`config.mk`:
```
export PLATFORM = sky130hd
export DESIGN_NAME = lfsr_desrandomizador_flat
export DESIGN_NICKNAME = d
export VERILOG_FILES = /design/src/rtl/lfsr_desrandomizador_pkg.sv /design/src/rtl/lfsr_desrandomizador_if.sv /design/src/rtl/lfsr_passo_reverso.sv /design/src/rtl/lfsr_desrandomizador.sv /design/src/flat_wrapper.sv
export SDC_FILE = /design/constraint.sdc
export NUM_CORES = 1
export LEC_CHECK = 0
export CORE_UTILIZATION = 45
export CTS_BUF_LIST = sky130_fd_sc_hd__clkbuf_2 sky130_fd_sc_hd__clkbuf_4 sky130_fd_sc_hd__clkbuf_8
export CTS_CLUSTER_DIAMETER = 60
export DETAILED_ROUTE_END_ITERATION = 7
export PLACE_DENSITY = 0.79
export SLEW_MARGIN = 30
export SYNTH_ARGS = -nofsm -noshare
export SYNTH_HDL_FRONTEND = slang
export SYNTH_SLANG_ARGS = --single-unit
```
`constraint.sdc`:
```
create_clock -name clock -period 1.78 [get_ports clock]
set_clock_uncertainty 0.05 [all_clocks]
set_input_delay 0.356 -clock clock [delete_from_list [all_inputs] [get_ports clock]]
set_output_delay 0.356 -clock clock [all_outputs]
set_load 0.02 [all_outputs]
```
`src/rtl/lfsr_desrandomizador_pkg.sv`:
```
// rtl/lfsr_desrandomizador_pkg.sv - shared LFSR constants, FSM state type and step helpers
package lfsr_pkg;

  localparam int LFSR_WIDTH = 16;

  // Forward taps on bits 0, 2, 3, 5 (x^16 + x^14 + x^13 + x^11), shift right.
  localparam logic [LFSR_WIDTH-1:0] TAPS_AVANCO = 16'b0000_0000_0010_1101;

  typedef enum logic [1:0] {
    IDLE = 2'd0,
    RUN  = 2'd1,
    DONE = 2'd2
  } estado_t;

  function automatic logic [LFSR_WIDTH-1:0] passo_avanco(input logic [LFSR_WIDTH-1:0] o);
    return {^(o & TAPS_AVANCO), o[LFSR_WIDTH-1:1]};
  endfunction

  // Old bit t sits at new bit t-1, so the lost bit 0 is recovered from the feedback bit.
  function automatic logic [LFSR_WIDTH-1:0] passo_reverso(input logic [LFSR_WIDTH-1:0] n);
    return {n[LFSR_WIDTH-2:0], n[LFSR_WIDTH-1] ^ (^(n & (TAPS_AVANCO >> 1)))};
  endfunction

endpackage

```
`src/rtl/lfsr_desrandomizador_if.sv`:
```
// rtl/lfsr_desrandomizador_if.sv - start/busy/done request interface of the LFSR descrambler
interface lfsr_desrandomizador_if
  import lfsr_pkg::*;
#(
  parameter int STEP_W = 8
);

  logic                  start;
  logic [LFSR_WIDTH-1:0] entrada;
  logic [STEP_W-1:0]     passos;
  logic [LFSR_WIDTH-1:0] saida;
  logic                  ocupado;
  logic                  pronto;
  logic                  erro_zero;

  modport master (
    output start, entrada, passos,
    input  saida, ocupado, pronto, erro_zero
  );

  modport slave (
    input  start, entrada, passos,
    output saida, ocupado, pronto, erro_zero
  );

endinterface

```
`src/rtl/lfsr_passo_reverso.sv`:
```
// rtl/lfsr_passo_reverso.sv - one combinational reverse step of the 16-bit Fibonacci LFSR
module lfsr_passo_reverso
  import lfsr_pkg::*;
(
  input  logic [LFSR_WIDTH-1:0] novo_i,
  output logic [LFSR_WIDTH-1:0] antigo_o
);

  assign antigo_o = passo_reverso(novo_i);

endmodule

```
`src/rtl/lfsr_desrandomizador.sv`:
```
// rtl/lfsr_desrandomizador.sv - walks the scrambler LFSR backwards by a programmable step count
module lfsr_desrandomizador
  import lfsr_pkg::*;
#(
  parameter int STEP_W = 8
)(
  input  logic                 clock,
  input  logic                 reset,
  lfsr_desrandomizador_if.slave bus
);

  estado_t               estado_q;
  logic [LFSR_WIDTH-1:0] reg_q;
  logic [LFSR_WIDTH-1:0] reg_d;
  logic [STEP_W-1:0]     cnt_q;
  logic                  ocupado_q;
  logic                  pronto_q;
  logic                  erro_q;

  lfsr_passo_reverso u_passo (
    .novo_i   (reg_q),
    .antigo_o (reg_d)
  );

  always_ff @(posedge clock or posedge reset) begin
    if (reset) begin
      estado_q  <= IDLE;
      reg_q     <= '0;
      cnt_q     <= '0;
      ocupado_q <= 1'b0;
      pronto_q  <= 1'b0;
      erro_q    <= 1'b0;
    end else begin
      case (estado_q)
        IDLE: begin
          pronto_q <= 1'b0;
          if (bus.start) begin
            reg_q     <= bus.entrada;
            cnt_q     <= bus.passos;
            erro_q    <= (bus.entrada == '0);
            ocupado_q <= 1'b1;
            if (bus.passos == '0) begin
              estado_q <= DONE;
              pronto_q <= 1'b1;
            end else begin
              estado_q <= RUN;
            end
          end
        end
        // Leaving at cnt=1 keeps the decrement from ever wrapping.
        RUN: begin
          reg_q <= reg_d;
          cnt_q <= cnt_q - STEP_W'(1);
          if (cnt_q == STEP_W'(1)) begin
            estado_q <= DONE;
            pronto_q <= 1'b1;
          end
        end
        DONE: begin
          estado_q  <= IDLE;
          pronto_q  <= 1'b0;
          ocupado_q <= 1'b0;
        end
        default: begin
          estado_q  <= IDLE;
          pronto_q  <= 1'b0;
          ocupado_q <= 1'b0;
        end
      endcase
    end
  end

  assign bus.saida     = reg_q;
  assign bus.ocupado   = ocupado_q;
  assign bus.pronto    = pronto_q;
  assign bus.erro_zero = erro_q;

endmodule

```
`src/flat_wrapper.sv`:
```
// flat-port wrapper written by rule: the top's interface ports become plain ports
module lfsr_desrandomizador_flat import lfsr_pkg::*;
#(
  parameter int STEP_W = 8
)
  (clock, reset, bus_start, bus_entrada, bus_passos, bus_saida, bus_ocupado, bus_pronto, bus_erro_zero);
  lfsr_desrandomizador_if #(.STEP_W(STEP_W)) bus_i ();
  input  logic clock;
  input  logic reset;
  input wire logic [$bits(bus_i.start)-1:0] bus_start;
  input wire logic [$bits(bus_i.entrada)-1:0] bus_entrada;
  input wire logic [$bits(bus_i.passos)-1:0] bus_passos;
  output wire logic [$bits(bus_i.saida)-1:0] bus_saida;
  output wire logic [$bits(bus_i.ocupado)-1:0] bus_ocupado;
  output wire logic [$bits(bus_i.pronto)-1:0] bus_pronto;
  output wire logic [$bits(bus_i.erro_zero)-1:0] bus_erro_zero;
  assign bus_i.start = bus_start;
  assign bus_i.entrada = bus_entrada;
  assign bus_i.passos = bus_passos;
  assign bus_saida = bus_i.saida;
  assign bus_ocupado = bus_i.ocupado;
  assign bus_pronto = bus_i.pronto;
  assign bus_erro_zero = bus_i.erro_zero;
  lfsr_desrandomizador #(.STEP_W(STEP_W)) u_core (.clock(clock), .reset(reset), .bus(bus_i));
endmodule
```
==> results list, run 1 <==
* Outcome: finished, final reports clean
* Number of global-route vias before repair: 1428
- The tightest min-delay check is of the input port to async pin type.
- In this run the horizontal extent of the chip is 60.62 um.
- Static timing analysis puts the maximum clock frequency at 574.2 MHz.
- The final count of pins violating max slew was 0.
- For this design the static power due to leakage is 0.9516 nW.
- From synthesis to final layout, the design area changed by 38.59%.
- Clock latency on the worst-skew pair, taken at its later pin, is about 0.32 ns.
* Number of endpoints failing setup at the final stage: 0
- The floorplan step defined a core boundary enclosing 3153 um^2.
- The share of total power dissipated in combinational logic is 49.4%.
* Routed via count: 1526
* Maximum number of pins on one net before global-route repair: 30
* Seq pwr share: between 30% and 40%
* Avg WL per Cell: 14.69 um
- In the finished design, the share of the clock period the worst path needs comes to 97.84%.
- For flop-to-flop paths, the worst setup slack is 0.16 ns.
- Max stage delay cell, worst path: clkdlybuf4s50_1
* Top_reg_cell synth: dfrtp_1
- Pin slew with the least headroom to its limit: ~0.44 ns
- Measured along the y axis, the die boundary spans 60.62 um.
* Wire length of the first global-routing pass: approximately 6300 um
- In the global route stage, overall resource usage came out at 23.96%.
- IO Count: 46
* Count of different cell masters after synthesis: 35
- Rel. slew slack: 70.90%
- Placement row count: 20
- Summed instance area of the synthesized netlist: approximately 1500 um^2
* Quantity of I/O buffers inserted on ports: 45
* Initial Util: 49.05%
- In the final layout, the share of cells above drive strength 1 is 10.00%.
- Routability congestion estimate from global placement: 0.8672
- Summed over all nets, the half-perimeter wirelength after detailed placement is 2972 um.
- WHS: 0.3467 ns
- Standard cell area after detailed placement: 2054 um^2
- End of the worst register-to-register path: u_core.cnt_q[6]$_DFFE_PP0P_
* DRC violations left: 0
* Placed Instances: 266
* Internal power component: 2.055 mW
- Ratio of total power to cell area: 1648 nW/um^2
- Synthesis Warnings: 0
- Data arrives at the worst endpoint at 1.34 ns.
- For this run, asynchronously set or reset flops after synthesis account for 100.0%.
- For the worst setup path, the data required time is 1.37 ns.
* Number of antenna violations at the first check in global routing: 0
- Excluding fillers, the count of instances in the completed layout stands at 274.
* Vias per inst: 5.569
- CTS built an H-tree with a depth of 2.
- Min cycle time layout: 1.742 ns
- Each instance of the synthesized netlist takes up on average 8.640 um^2.
- Overall power consumption: approximately 3.5 mW
- TritonCTS built the clock tree.
- The startpoint identified for the worst register-to-register timing path is u_core.cnt_q[0]$_DFFE_PP0P_.
* Path depth of the worst reg2reg path: 6
* Clock tree sinks: 29
- VDD IR max: 0.0007869 V
- Dominant delay contributor by cell family on the critical path: buffers and inverters
- The number of buffers and inverters on the critical path is 1.
* Synthesized net count: approximately 210
* GRT Residual Overflow: 0
- Maximum root-to-sink buffer count: 2
- Buffers inserted by post-CTS timing repair: 0
- Clock power frac: 12.8%
* Critical path fanouts, max: 3
- Nets@finish: 258
- The setup path with the least slack is of type register to output port.
- Critical Path Start Type: register
* Ordered list of cells on the worst path: clkdlybuf4s50_1
- After synthesis, flip-flops and latches occupy 46.93% of the total area.
- Syn Inst Count: 179
* Sort of element at the end of the critical path: output port
- The count of nets left with antenna violations once routing finished came out at 0.
- Floorplan die area: 3675 um^2
* Final antenna diode count: 0
* Number of flops mapped to enable cells by yosys: 0
- NetSw: 1.476 mW
- The final-report hold violation count is 0.
- Net switching share of the total power: 41.81%
- Cell at the root of the clock tree: clkbuf_4
- Longest individual stage delay on the worst path: ~0.63 ns
- Max-cap violations in this run came to 0.
- Clock tree synthesis inserted a total of 5 buffers.
* Clk pin slew, worst setup/hold paths: 0.09 ns
* Final Cell Area: 2143 um^2
- DR iter-0 viols: 71
- Final Routed Wirelength: 4025 um
- In this run, synthesis produced a sequential element count of 29.
- The first TritonRoute pass finished after 4 iterations.
## cells by family (layout without fill, tap and decap cells)
logic type,count (synthesis),count (layout),synth area share [%]
compound gates,42,42,17.80
flops,29,29,46.93
fa+ha+maj,2,2,1.618
simple gates,85,85,24.92
buf+inv,14,65,4.449
mux,4,4,2.589
xor+xnor,3,3,1.699
## sequential cells by signal, summed over array words and instances, names as in the netlist
name	count
u_core.bus.saida	16
u_core.cnt_q	8
u_core.bus.ocupado	1
u_core.bus.erro_zero	1
u_core.bus.pronto	1
u_core.estado_q	2
## power groups by stage
| stage | logic (mW) | clock network, mW | registers, mW |
|---|---|---|---|
| floorplan | 0.883 | 0 | 1.50 |
| global placement | 1.72 | 0 | 1.32 |
| detailed placement | 1.77 | 0 | 1.34 |
| CTS | 1.78 | 0.468 | 1.33 |
| global route | 1.92 | 0.502 | 1.37 |
| finish | 1.74 | 0.453 | 1.33 |
## placed cells by master, fill, tap and decap left out, types with 2 or more instances in the layout
cell type	count
o22a_1	2
nor2b_1	2
o22ai_1	6
a21oi_1	7
dlymetal6s2s_1	8
clkdlybuf4s50_1	36
o21ai_0	2
clkbuf_8	2
or4_4	2
ha_1	2
xnor2_1	2
nand2_1	41
o211ai_1	2
inv_1	4
buf_4	7
a31oi_1	16
mux2i_1	4
dfrtp_1	29
nor2_1	27
nor4_1	5
clkbuf_4	5
## worst max path at each step
stage,depth (start not counted),endpoint,from,slack [ns]
after floorplan,4,u_core.cnt_q[7]$_DFFE_PP0P_,u_core.cnt_q[0]$_DFFE_PP0P_,0.38
after global placement,5,u_core.bus.pronto$_DFFE_PP0P_,bus_passos[7],-0.07
after detailed placement,5,u_core.bus.pronto$_DFFE_PP0P_,bus_passos[7],-0.12
after CTS,1,bus_saida[4],u_core.bus.saida[4]$_DFFE_PP0P_,0.002
after global routing,1,bus_saida[10],u_core.bus.saida[10]$_DFFE_PP0P_,-0.004
final,1,bus_saida[6],u_core.bus.saida[6]$_DFFE_PP0P_,0.04
## metrics by stage
step	setup slack [ns]	TNS, ns	util [%]
floorplan	0.3787	0	-
global placement	-0.07146	-0.07146	65.16
detailed placement	-0.1231	-0.1745	65.16
CTS	0.002057	0	67.34
global route	-0.003502	-0.003502	67.98
finish	0.03844	0	67.98
## Yosys cell counts (4+ instances only)
library cell / count / share of area (%)
buf_2: 7 / 2.3
dfrtp_1: 29 / 47
o22ai_1: 6 / 2.4
nand2_1: 41 / 10
mux2i_1: 4 / 2.6
nor2_1: 27 / 6.6
nor4_1: 5 / 2.0
a21oi_1: 7 / 2.3
a31oi_1: 16 / 6.5
inv_1: 4 / 0.97
## routing by layer
metal  track usage, %  share of wire [%]  up-vias
li1                 -                  -      730
met1            29.89                 42      729
met2            40.03                 51       61
met3            5.757                5.2        6
met4            9.740                1.4        0
met5                0                  0        -
## layout make-up
cell class	count	area (um^2)
Clock buffer	7	65.06
Clock inverter	1	5.005
Fill cell	265	1010
Inverter	5	18.77
Multi-Input combinational cell	136	752.0
Sequential cell	29	725.7
Tap cell	44	55.05
Timing Repair Buffer	52	521.8
## repair_timing
| item | in CTS | in global routing |
|---|---|---|
| setup endpoints to repair | 1 | 8 |
| gates cloned | 0 | 0 |
| hold buffers | 0 | 0 |
| resized for setup | 1 | 8 |
Note: power is estimated with default switching activity, not from simulation.
==> inputs of run 2 (changes only) <==
--- a/config.mk
+++ b/config.mk
@@ -5,8 +5,9 @@
 export SDC_FILE = /design/constraint.sdc
 export NUM_CORES = 1
 export LEC_CHECK = 0
+export ABC_CLOCK_PERIOD_IN_PS = 1780
 export CORE_UTILIZATION = 45
-export CTS_BUF_LIST = sky130_fd_sc_hd__clkbuf_2 sky130_fd_sc_hd__clkbuf_4 sky130_fd_sc_hd__clkbuf_8
+export CTS_BUF_LIST = sky130_fd_sc_hd__clkbuf_4 sky130_fd_sc_hd__clkbuf_8 sky130_fd_sc_hd__clkbuf_16
 export CTS_CLUSTER_DIAMETER = 60
 export DETAILED_ROUTE_END_ITERATION = 7
 export PLACE_DENSITY = 0.79
==> results of run 2 <==
No change in the layout: final DEF, timing and power equal those of run 1.
